<file path="config.mk">
export PLATFORM = sky130hd
export DESIGN_NAME = jk_drive_gen
export DESIGN_NICKNAME = d
export VERILOG_FILES = /design/src/rtl/jk_drive_gen.sv
export SDC_FILE = /design/constraint.sdc
export NUM_CORES = 1
export LEC_CHECK = 0
export ABC_AREA = 1
export CELL_PAD_IN_SITES_DETAIL_PLACEMENT = 1
export CELL_PAD_IN_SITES_GLOBAL_PLACEMENT = 2
export CORE_AREA = 2 2 101 103
export CTS_CLUSTER_DIAMETER = 30
export DETAILED_ROUTE_END_ITERATION = 16
export DIE_AREA = 0 0 103 105
export PLACE_DENSITY_LB_ADDON = 0.05
export SKIP_LAST_GASP = 1
export SLEW_MARGIN = 10
export SYNTH_ARGS = -nofsm -noshare
export SYNTH_HDL_FRONTEND = slang
export SYNTH_SLANG_ARGS = --single-unit
export TNS_END_PERCENT = 100
</file>
<file path="constraint.sdc">
create_clock -name clk -period 4.9 [get_ports clk]
set_input_delay 0.98 -clock clk [delete_from_list [all_inputs] [get_ports clk]]
set_output_delay 0.98 -clock clk [all_outputs]
set_load 0.005 [all_outputs]
</file>
<file path="src/rtl/jk_drive_gen.sv">
// Drive generator for a WIDTH-bit JK flip-flop bank: buffers target words in a FIFO,
// turns each into J/K drive vectors and checks the bank's fed-back Q.
module jk_drive_gen #(
    parameter int WIDTH    = 8,
    parameter int DEPTH    = 4,
    parameter int TOG_PREF = 0
) (
    input  logic             clk,
    input  logic             res,
    input  logic             in_valid,
    output logic             in_ready,
    input  logic [WIDTH-1:0] in_data,
    input  logic [WIDTH-1:0] q_fb,
    output logic [WIDTH-1:0] j_out,
    output logic [WIDTH-1:0] k_out,
    output logic             drv_en,
    output logic             busy,
    output logic             err,
    output logic [7:0]       err_cnt
);

    localparam int AW = $clog2(DEPTH);
    localparam int CW = AW + 1;
    localparam logic [CW-1:0] FULL_CNT = CW'(DEPTH);

    typedef enum logic [1:0] {
        S_IDLE,
        S_DRIVE,
        S_SETTLE
    } state_t;

    state_t            state_q, state_d;
    logic [WIDTH-1:0]  mem_q [DEPTH];
    logic [AW-1:0]     wr_ptr_q, wr_ptr_d;
    logic [AW-1:0]     rd_ptr_q, rd_ptr_d;
    logic [CW-1:0]     count_q, count_d;
    logic [WIDTH-1:0]  model_q, model_d;
    logic [WIDTH-1:0]  expected_q, expected_d;
    logic [WIDTH-1:0]  j_q, j_d;
    logic [WIDTH-1:0]  k_q, k_d;
    logic              drv_q, drv_d;
    logic              err_q, err_d;
    logic [7:0]        err_cnt_q, err_cnt_d;

    logic              push;
    logic              pop;
    logic              load;
    logic              fifo_empty;
    logic [WIDTH-1:0]  head;
    logic [WIDTH-1:0]  base;

    // Change bits either force the new value (J1K0 / J0K1) or simply toggle (J1K1).
    function automatic logic [WIDTH-1:0] exc_j(input logic [WIDTH-1:0] m,
                                               input logic [WIDTH-1:0] t);
        logic [WIDTH-1:0] rise;
        logic [WIDTH-1:0] fall;
        rise = t & ~m;
        fall = m & ~t;
        return (TOG_PREF != 0) ? (rise | fall) : rise;
    endfunction

    function automatic logic [WIDTH-1:0] exc_k(input logic [WIDTH-1:0] m,
                                               input logic [WIDTH-1:0] t);
        logic [WIDTH-1:0] rise;
        logic [WIDTH-1:0] fall;
        rise = t & ~m;
        fall = m & ~t;
        return (TOG_PREF != 0) ? (rise | fall) : fall;
    endfunction

    assign fifo_empty = (count_q == '0);
    assign in_ready   = (count_q != FULL_CNT);
    assign push       = in_valid && in_ready;
    assign head       = mem_q[rd_ptr_q];

    // FIFO bookkeeping; pointers wrap naturally because DEPTH is a power of two.
    always_comb begin
        wr_ptr_d = wr_ptr_q;
        rd_ptr_d = rd_ptr_q;
        count_d  = count_q;
        if (push) begin
            wr_ptr_d = wr_ptr_q + AW'(1);
        end
        if (pop) begin
            rd_ptr_d = rd_ptr_q + AW'(1);
        end
        case ({push, pop})
            2'b10:   count_d = count_q + CW'(1);
            2'b01:   count_d = count_q - CW'(1);
            default: count_d = count_q;
        endcase
    end

    // NOTE: every signal gets a default before the case so no path infers a latch.
    always_comb begin
        state_d    = state_q;
        model_d    = model_q;
        expected_d = expected_q;
        j_d        = '0;
        k_d        = '0;
        drv_d      = 1'b0;
        err_d      = err_q;
        err_cnt_d  = err_cnt_q;
        pop        = 1'b0;
        load       = 1'b0;
        base       = model_q;

        case (state_q)
            S_IDLE: begin
                if (!fifo_empty) begin
                    load = 1'b1;
                end
            end
            S_DRIVE: begin
                state_d = S_SETTLE;
            end
            S_SETTLE: begin
                // The bank has taken the drive by now; resync the model to what it really holds.
                if (q_fb != expected_q) begin
                    err_d     = 1'b1;
                    err_cnt_d = (err_cnt_q != 8'hFF) ? err_cnt_q + 8'd1 : err_cnt_q;
                    model_d   = q_fb;
                end else begin
                    model_d   = expected_q;
                end
                base = model_d;
                if (!fifo_empty) begin
                    load = 1'b1;
                end else begin
                    state_d = S_IDLE;
                end
            end
            default: begin
                state_d = S_IDLE;
            end
        endcase

        if (load) begin
            pop        = 1'b1;
            state_d    = S_DRIVE;
            j_d        = exc_j(base, head);
            k_d        = exc_k(base, head);
            drv_d      = 1'b1;
            expected_d = head;
        end
    end

    // NOTE: state registers use non-blocking assignments so every flop samples pre-edge values.
    always_ff @(posedge clk) begin
        if (res) begin
            state_q    <= S_IDLE;
            wr_ptr_q   <= '0;
            rd_ptr_q   <= '0;
            count_q    <= '0;
            model_q    <= '0;
            expected_q <= '0;
            j_q        <= '0;
            k_q        <= '0;
            drv_q      <= 1'b0;
            err_q      <= 1'b0;
            err_cnt_q  <= '0;
        end else begin
            state_q    <= state_d;
            wr_ptr_q   <= wr_ptr_d;
            rd_ptr_q   <= rd_ptr_d;
            count_q    <= count_d;
            model_q    <= model_d;
            expected_q <= expected_d;
            j_q        <= j_d;
            k_q        <= k_d;
            drv_q      <= drv_d;
            err_q      <= err_d;
            err_cnt_q  <= err_cnt_d;
        end
    end

    // NOTE: FIFO storage is not reset; the pointers and count alone define which entries are valid.
    always_ff @(posedge clk) begin
        if (push) begin
            mem_q[wr_ptr_q] <= in_data;
        end
    end

    assign j_out   = j_q;
    assign k_out   = k_q;
    assign drv_en  = drv_q;
    assign busy    = (state_q != S_IDLE) || !fifo_empty;
    assign err     = err_q;
    assign err_cnt = err_cnt_q;

endmodule

</file>
After elaboration in Yosys (flattened, before gate mapping)

Memory sizes are Yosys's and may differ from the RTL's. A register that Yosys moved wholly into a read port is not among the register bits.
Index checks and enable logic that the tools add are counted.

Reductions and logical operators: 14
Add/sub/neg operators: 5
Equality and inequality tests: 10
Bitwise gates (word level): 6
Multiplexer cells: 13

Operators with widths:

| cell                  | number |
|---|---|
| $and A8 B8 Y8         | 2 |
| $mux W8               | 2 |
| $not A8 Y8            | 2 |
| $add A8 B1 Y8 const B | 1 |
| $ne A8 B8 Y1          | 1 |
| $ne A8 B8 Y1 const B  | 1 |
| $mux W1               | 6 |
| $mux W2               | 3 |
| $ne A3 B3 Y1 const B  | 2 |
| $pmux W2 S3           | 1 |
| $pmux W3 S2           | 1 |
| $reduce_and A2 Y1     | 3 |
| $reduce_or A2 Y1      | 3 |
| $add A2 B1 Y2 const B | 2 |
| $eq A2 B1 Y1 const B  | 2 |
| $eq A2 B2 Y1 const B  | 2 |
| $ne A2 B2 Y1 const B  | 2 |
| $reduce_bool A2 Y1    | 2 |
| $add A3 B1 Y3 const B | 1 |
| $logic_not A3 Y1      | 1 |
| $reduce_and A3 Y1     | 1 |
| $sub A3 B1 Y3 const B | 1 |
| $logic_not A2 Y1      | 1 |
| $not A1 Y1            | 2 |
| 3 further kinds       | 3 |

Memories kept: 1
Bits of input ports: 19
Output and inout bits: 28
Word-level logic and storage cells: 61
Register bits: 51
Memory bits (writable): 32

Memory list:

| memory | depth | bits a word | read ports | clocked after memory_dff | write ports | RTL line | RTL |
|---|---|---|---|---|---|---|---|
| mem_q  | 4     | 8           | 1          | 1                        | 1           | 33       | `logic [WIDTH-1:0] mem_q [DEPTH];` |

Logic depth before layout (Yosys ltp)

Word-level depth: 6
Depth in mapped cells: 10

Least setup slack after synthesis

OpenSTA, ideal clock, no wires.

Kind: input-to-reg
Start point: in in_valid
End point: reg count_q[2]
Setup slack: 2.630 ns
Buffers on the path: 0
Arrival time: 2.147 ns
Cell stages on the path: 8
Setup time: 0.122 ns
Data required time: 4.778 ns
Path through: nand2_1 ha_1 inv_1 fa_1 a21oi_1 o21ai_0 o21ai_0 a21oi_1

Cells in the longest elaborated chain, start to end: 3
Elaborated cells on any way between the ends: 5
Those cells by class: 2 x eq/ne; 1 x mux; 2 x reduce/logical

Ends and longest elaborated chain:

| what                                              | RTL line | RTL |
|---|---|---|
| start, declared                                   | 10       | `input logic in_valid,` |
| $logic_and A1 B1 Y1 (*)                           | 73       | `assign push = in_valid && in_ready;` |
| $eq A2 B1 Y1 or $eq A2 B2 Y1 (tied branches)      | 87       | `case ({push, pop})` |
| $pmux W3 S2 or $reduce_bool A2 Y1 (tied branches) | n/a      |  |
| end signal, assigned                              | 166      | `count_q <= count_d;` |
| end, declared                                     | 36       | `logic [CW-1:0] count_q, count_d;` |

Mark *: on every way between the ends. The rest lies on a longest branch, timed or not.
A chain may end at the register's enable or synchronous reset.

Worst setup path in the final report

Start point: reg count_q[2]
End point: out busy

Cells in the longest elaborated chain, start to end: 3

Ends and longest elaborated chain:

| what               | RTL line | RTL |
|---|---|---|
| $logic_not A3 Y1   | 71       | `assign fifo_empty = (count_q == '0);` |
| $logic_not A1 Y1   | 187      | `assign busy = (state_q != S_IDLE) \|\| !fifo_empty;` |
| $logic_or A1 B1 Y1 | 187      |  |
| end, declared      | 17       | `output logic busy,` |

Every way passes these cells.

==> results.md <==
- Across the run, the number of max-cap violations was 0.
- The number of antenna violations at the first check in global routing came to 0.
- In this design, the largest share of critical-path delay is due to simple AND/OR/NAND/NOR gates.
- The global-route layer with the greatest usage is met2.
- In this run the count of I/O pins placed on the die edge is 47.
- For this run, global-route usage on met3 was measured as between 3 and 4%.
- By area the synthesized netlist is led by dfxtp_1 (31%), edfxtp_1 (28%), nand2_1 (5.7%).
- Entering global routing, the biggest net connects 19 pins.
- The clock-pin slew on the worst setup and hold paths is about 80 ps.
- The peak supply drop is about 210 uV.
- The per-instance average area after synthesis is 9.81 um^2.
- The tree is rooted in a clkbuf_8.
- The sequential-to-total area share from yosys stat is 59.4%.
- The final routed DRC violation total is 0.
- The area share of the leading cell type in the synthesized netlist is 31.2%.
- For the worst-skew pair, the clock arrives at the later sink with an insertion delay of between 300 and 400 ps.
- The Yosys step of the flow raised 0 warnings.
- After Yosys synthesis, and, or, nand and nor cells account for between 10% and 20% of the synthesized area.
- After global routing the overflow that remains totals 0.
- The maximum clock frequency is slightly below 400 MHz.
- The number of buffers on the longest clock path is 2.
- Once the floorplan was initialized, standard cells occupied 35.3% of the core.
- Summing over every cut layer, the via total after detailed routing is roughly 2,400.
- After floorplanning, the core was divided into 36 placement rows.
- The number of global-route vias before repair is between 2,000 and 2,500.
- The unique cell type count in the Yosys netlist is 31.
- The weighted congestion reported at the end of routability-driven placement is slightly above 0.7.
- The count of fill cells added during filler insertion is about 1,100.
- The die boundary height is 105 um.
- The first TritonRoute pass finished after 4 iterations.
- The setup skew after layout is roughly 14 ps.
- The data required time at the worst endpoint is slightly below 4000 ps.
- The class of the tightest hold or removal check is reg -> reg.
- The number of levels in the clock H-tree is 3.
- The synthesized design contains between 80 and 90 register bits.
- In this design, the stage delay of the slowest critical-path cell is ~470 ps.
- The final hold violation count was 0.
- The time the worst path needs with I/O delays and setup is about 2600 ps.
- In the final layout, the share of cells above drive strength 1 is approximately an eighth.
- The critical-path cell with the highest stage delay is clkdlybuf4s50_1.
- The buffers plus inverters on the worst setup path is 1.
- The buffers inserted during post-CTS setup optimization is 0.
- The most common cell after layout, fill and taps aside is dfxtp_1.
- The dominant combinational cell family by area after synthesis is simple AND/OR/NAND/NOR gates.
- Setup repair after global routing left no endpoint under its margin.
- Global routing consumed, on the met1 layer, around a fifth of the routing resources.
- The number of buffers created by CTS is 9.
- Across all register-to-register paths, the minimum setup slack is ~2800 ps.
- The first global-routing pass estimated 12,300 um of wire.
- After detailed routing, the number of vias per cell comes to ~4.5.
- The first routing iteration left 50 violations.
- The transition time at the pin with the least slew margin is around 830 ps.
- The synthesis-to-finish area growth is 24.1%.
- The per-cell routed wire length is ~14 um.
- The synthesized netlist devotes approximately 11% of its cell area to compound gates.
- Power spread over the standard cell area amounts to ~490 nW/um^2.
- The combined global-route utilization of all metal layers is 14.9%.
- The worst path uses a little over half of the clock period.
- Across all hold checks on the routed design, the worst slack comes to 420 ps.
- The detail route stage leaves a number of antenna-violating nets equal to 0.
- Traced cell by cell, the critical path runs through nor3_2 -> nand3_1 -> clkdlybuf4s50_1.
- Of all cell types, the one taking the most synthesized area is dfxtp_1.
- Once detailed placement completed, the half-perimeter wirelength came to between 5000 and 6000 um.
- The met2 demand-to-capacity share in global routing is 23.1%.
- The top cell types in the final layout, fill and taps aside, are dfxtp_1 (53), nand2_1 (52), nor2_1 (48), clkdlybuf4s50_1 (46), inv_1 (36).
- The count of hold-fix buffers inserted at cts is 0.
- The post-route setup TNS is 0 ps.
- The synthesized netlist devotes under 10% of its cell area to adder and majority cells.
- The post-synthesis net count is roughly 370.
- The run finished with clean final reports.
- The worst-case headroom to the max-slew limit is around 44%.
- The final count of pins violating max slew is 0.
- The count of input and output buffers is 46.
- The total inserted antenna cells is 0.
- Setup violations remaining at the end of the flow were counted as 0.
- The synthesized netlist devotes 1.54% of its cell area to XOR and XNOR gates.
- Summing every instance area after synthesis gives ~3400 um^2.
- The final design utilization is ~44%.
- The maximum fanout along the worst path is 3.
- The type of the worst setup path is reg -> out.
- TritonCTS built the clock tree.
- The cell count after synthesis came out at about 350.
- After synthesis, the share of cell area in mux cells is 0%.
- The area enclosed by the die boundary is between 10,000 and 15,000 um^2.
- STA classifies the critical path startpoint as a flop.
- The net total in the final layout is roughly 430.
- The clock net in this run drives a total of 85 sinks.
- The sort of element at the end of the critical path is an output port.
- The floorplan step set the die width to between 100 and 150 um.
- In this run the static leakage power is about 1.6 nW.
- The quantity of gates resized following cts is 0.
- The total length of routed wires is between 7000 and 8000 um.
- The data arrival time of the critical path is between 1500 and 2000 ps.
- The placeable core region is between 9000 and 10,000 um^2.
[worst reg2reg max path, cell delays in order, from the launching register on]
cell and delay [ps]:
dfxtp_1 320, inv_1 130, nand3_1 120, nand2_1 230, ha_1 200, inv_1 70
fa_1 380, a21oi_1 150, o21ai_0 130, o21ai_0 170, a21oi_1 60
[layout make-up]
class	count	area, um^2	share of cell area, %
Sequential cell	85	2020	47.8
Multi-Input combinational cell	209	1170	27.6
Timing Repair Buffer	47	468	11.1
Inverter	48	183	4.32
Tap cell	133	166	3.94
Clock buffer	9	124	2.93
Clock inverter	7	97.6	2.31
[state kept, by name (all words and copies together), names as in the netlist, named ones only]
name        cells
mem_q          32
j_out           8
err             1
k_out           8
model_q         8
count_q         3
expected_q      8
wr_ptr_q        2
err_cnt         8
rd_ptr_q        2
state_q         2
drv_en          1
[synthesized netlist by cell type, drive strengths merged]
master and n:
nand3 7, nand3b 1, inv 47, o22ai 8, buf 5, xnor2 3, o21ai 41, edfxtp 32
nand2 56, fa 1, a21oi 16, nor3 11, nor2 50, xor2 3, clkinv 1, dfxtp 53
nand4 6, ha 6
[final timing paths]
kind | startpoint | end | cells after the start
worst max-delay path | count_q[2] | busy | 3
worst min-delay path | state_q[1] | state_q[1] | 1
worst max register to register | count_q[0] | count_q[2] | 10
worst min register to register | state_q[1] | state_q[1] | 1
[report_power, final]
group / internal (W) / switching (W)
Clock: 0.000289 / 0.000263
Combinational: 0.000223 / 0.000354
Sequential: 0.000853 / 0.0000741
Total: 0.00137 / 0.000691
[logic make-up after synthesis]
family / count (synthesis)
adder cells (fa/ha/maj): 7
XOR/XNOR: 6
flip-flops: 85
AO/OA/AOI/OAI: 65
AND/OR/NAND/NOR: 131
buffers and inverters: 53
[per-layer routing]
layer	part of all wire, %	vias up
met5	0	-
met4	1.4	0
met3	3.1	9
met2	47	37
met1	48	1139
li1	-	1246
[stage by stage]
step / instance area, um^2 / total power, W / instances / setup slack [ps]
2_1_floorplan: 3400 / 0.00130 / 347 / 2630
3_3_place_gp: 4010 / 0.00153 / 522 / 2090
3_5_place_dp: 4010 / 0.00154 / 522 / 2010
4_1_cts: 4230 / 0.00210 / 538 / 2230
5_1_grt: 4230 / 0.00220 / 538 / 2140
6_report: 4230 / 0.00206 / 538 / 2300
No activity file was read; power rests on OpenSTA's default activity.
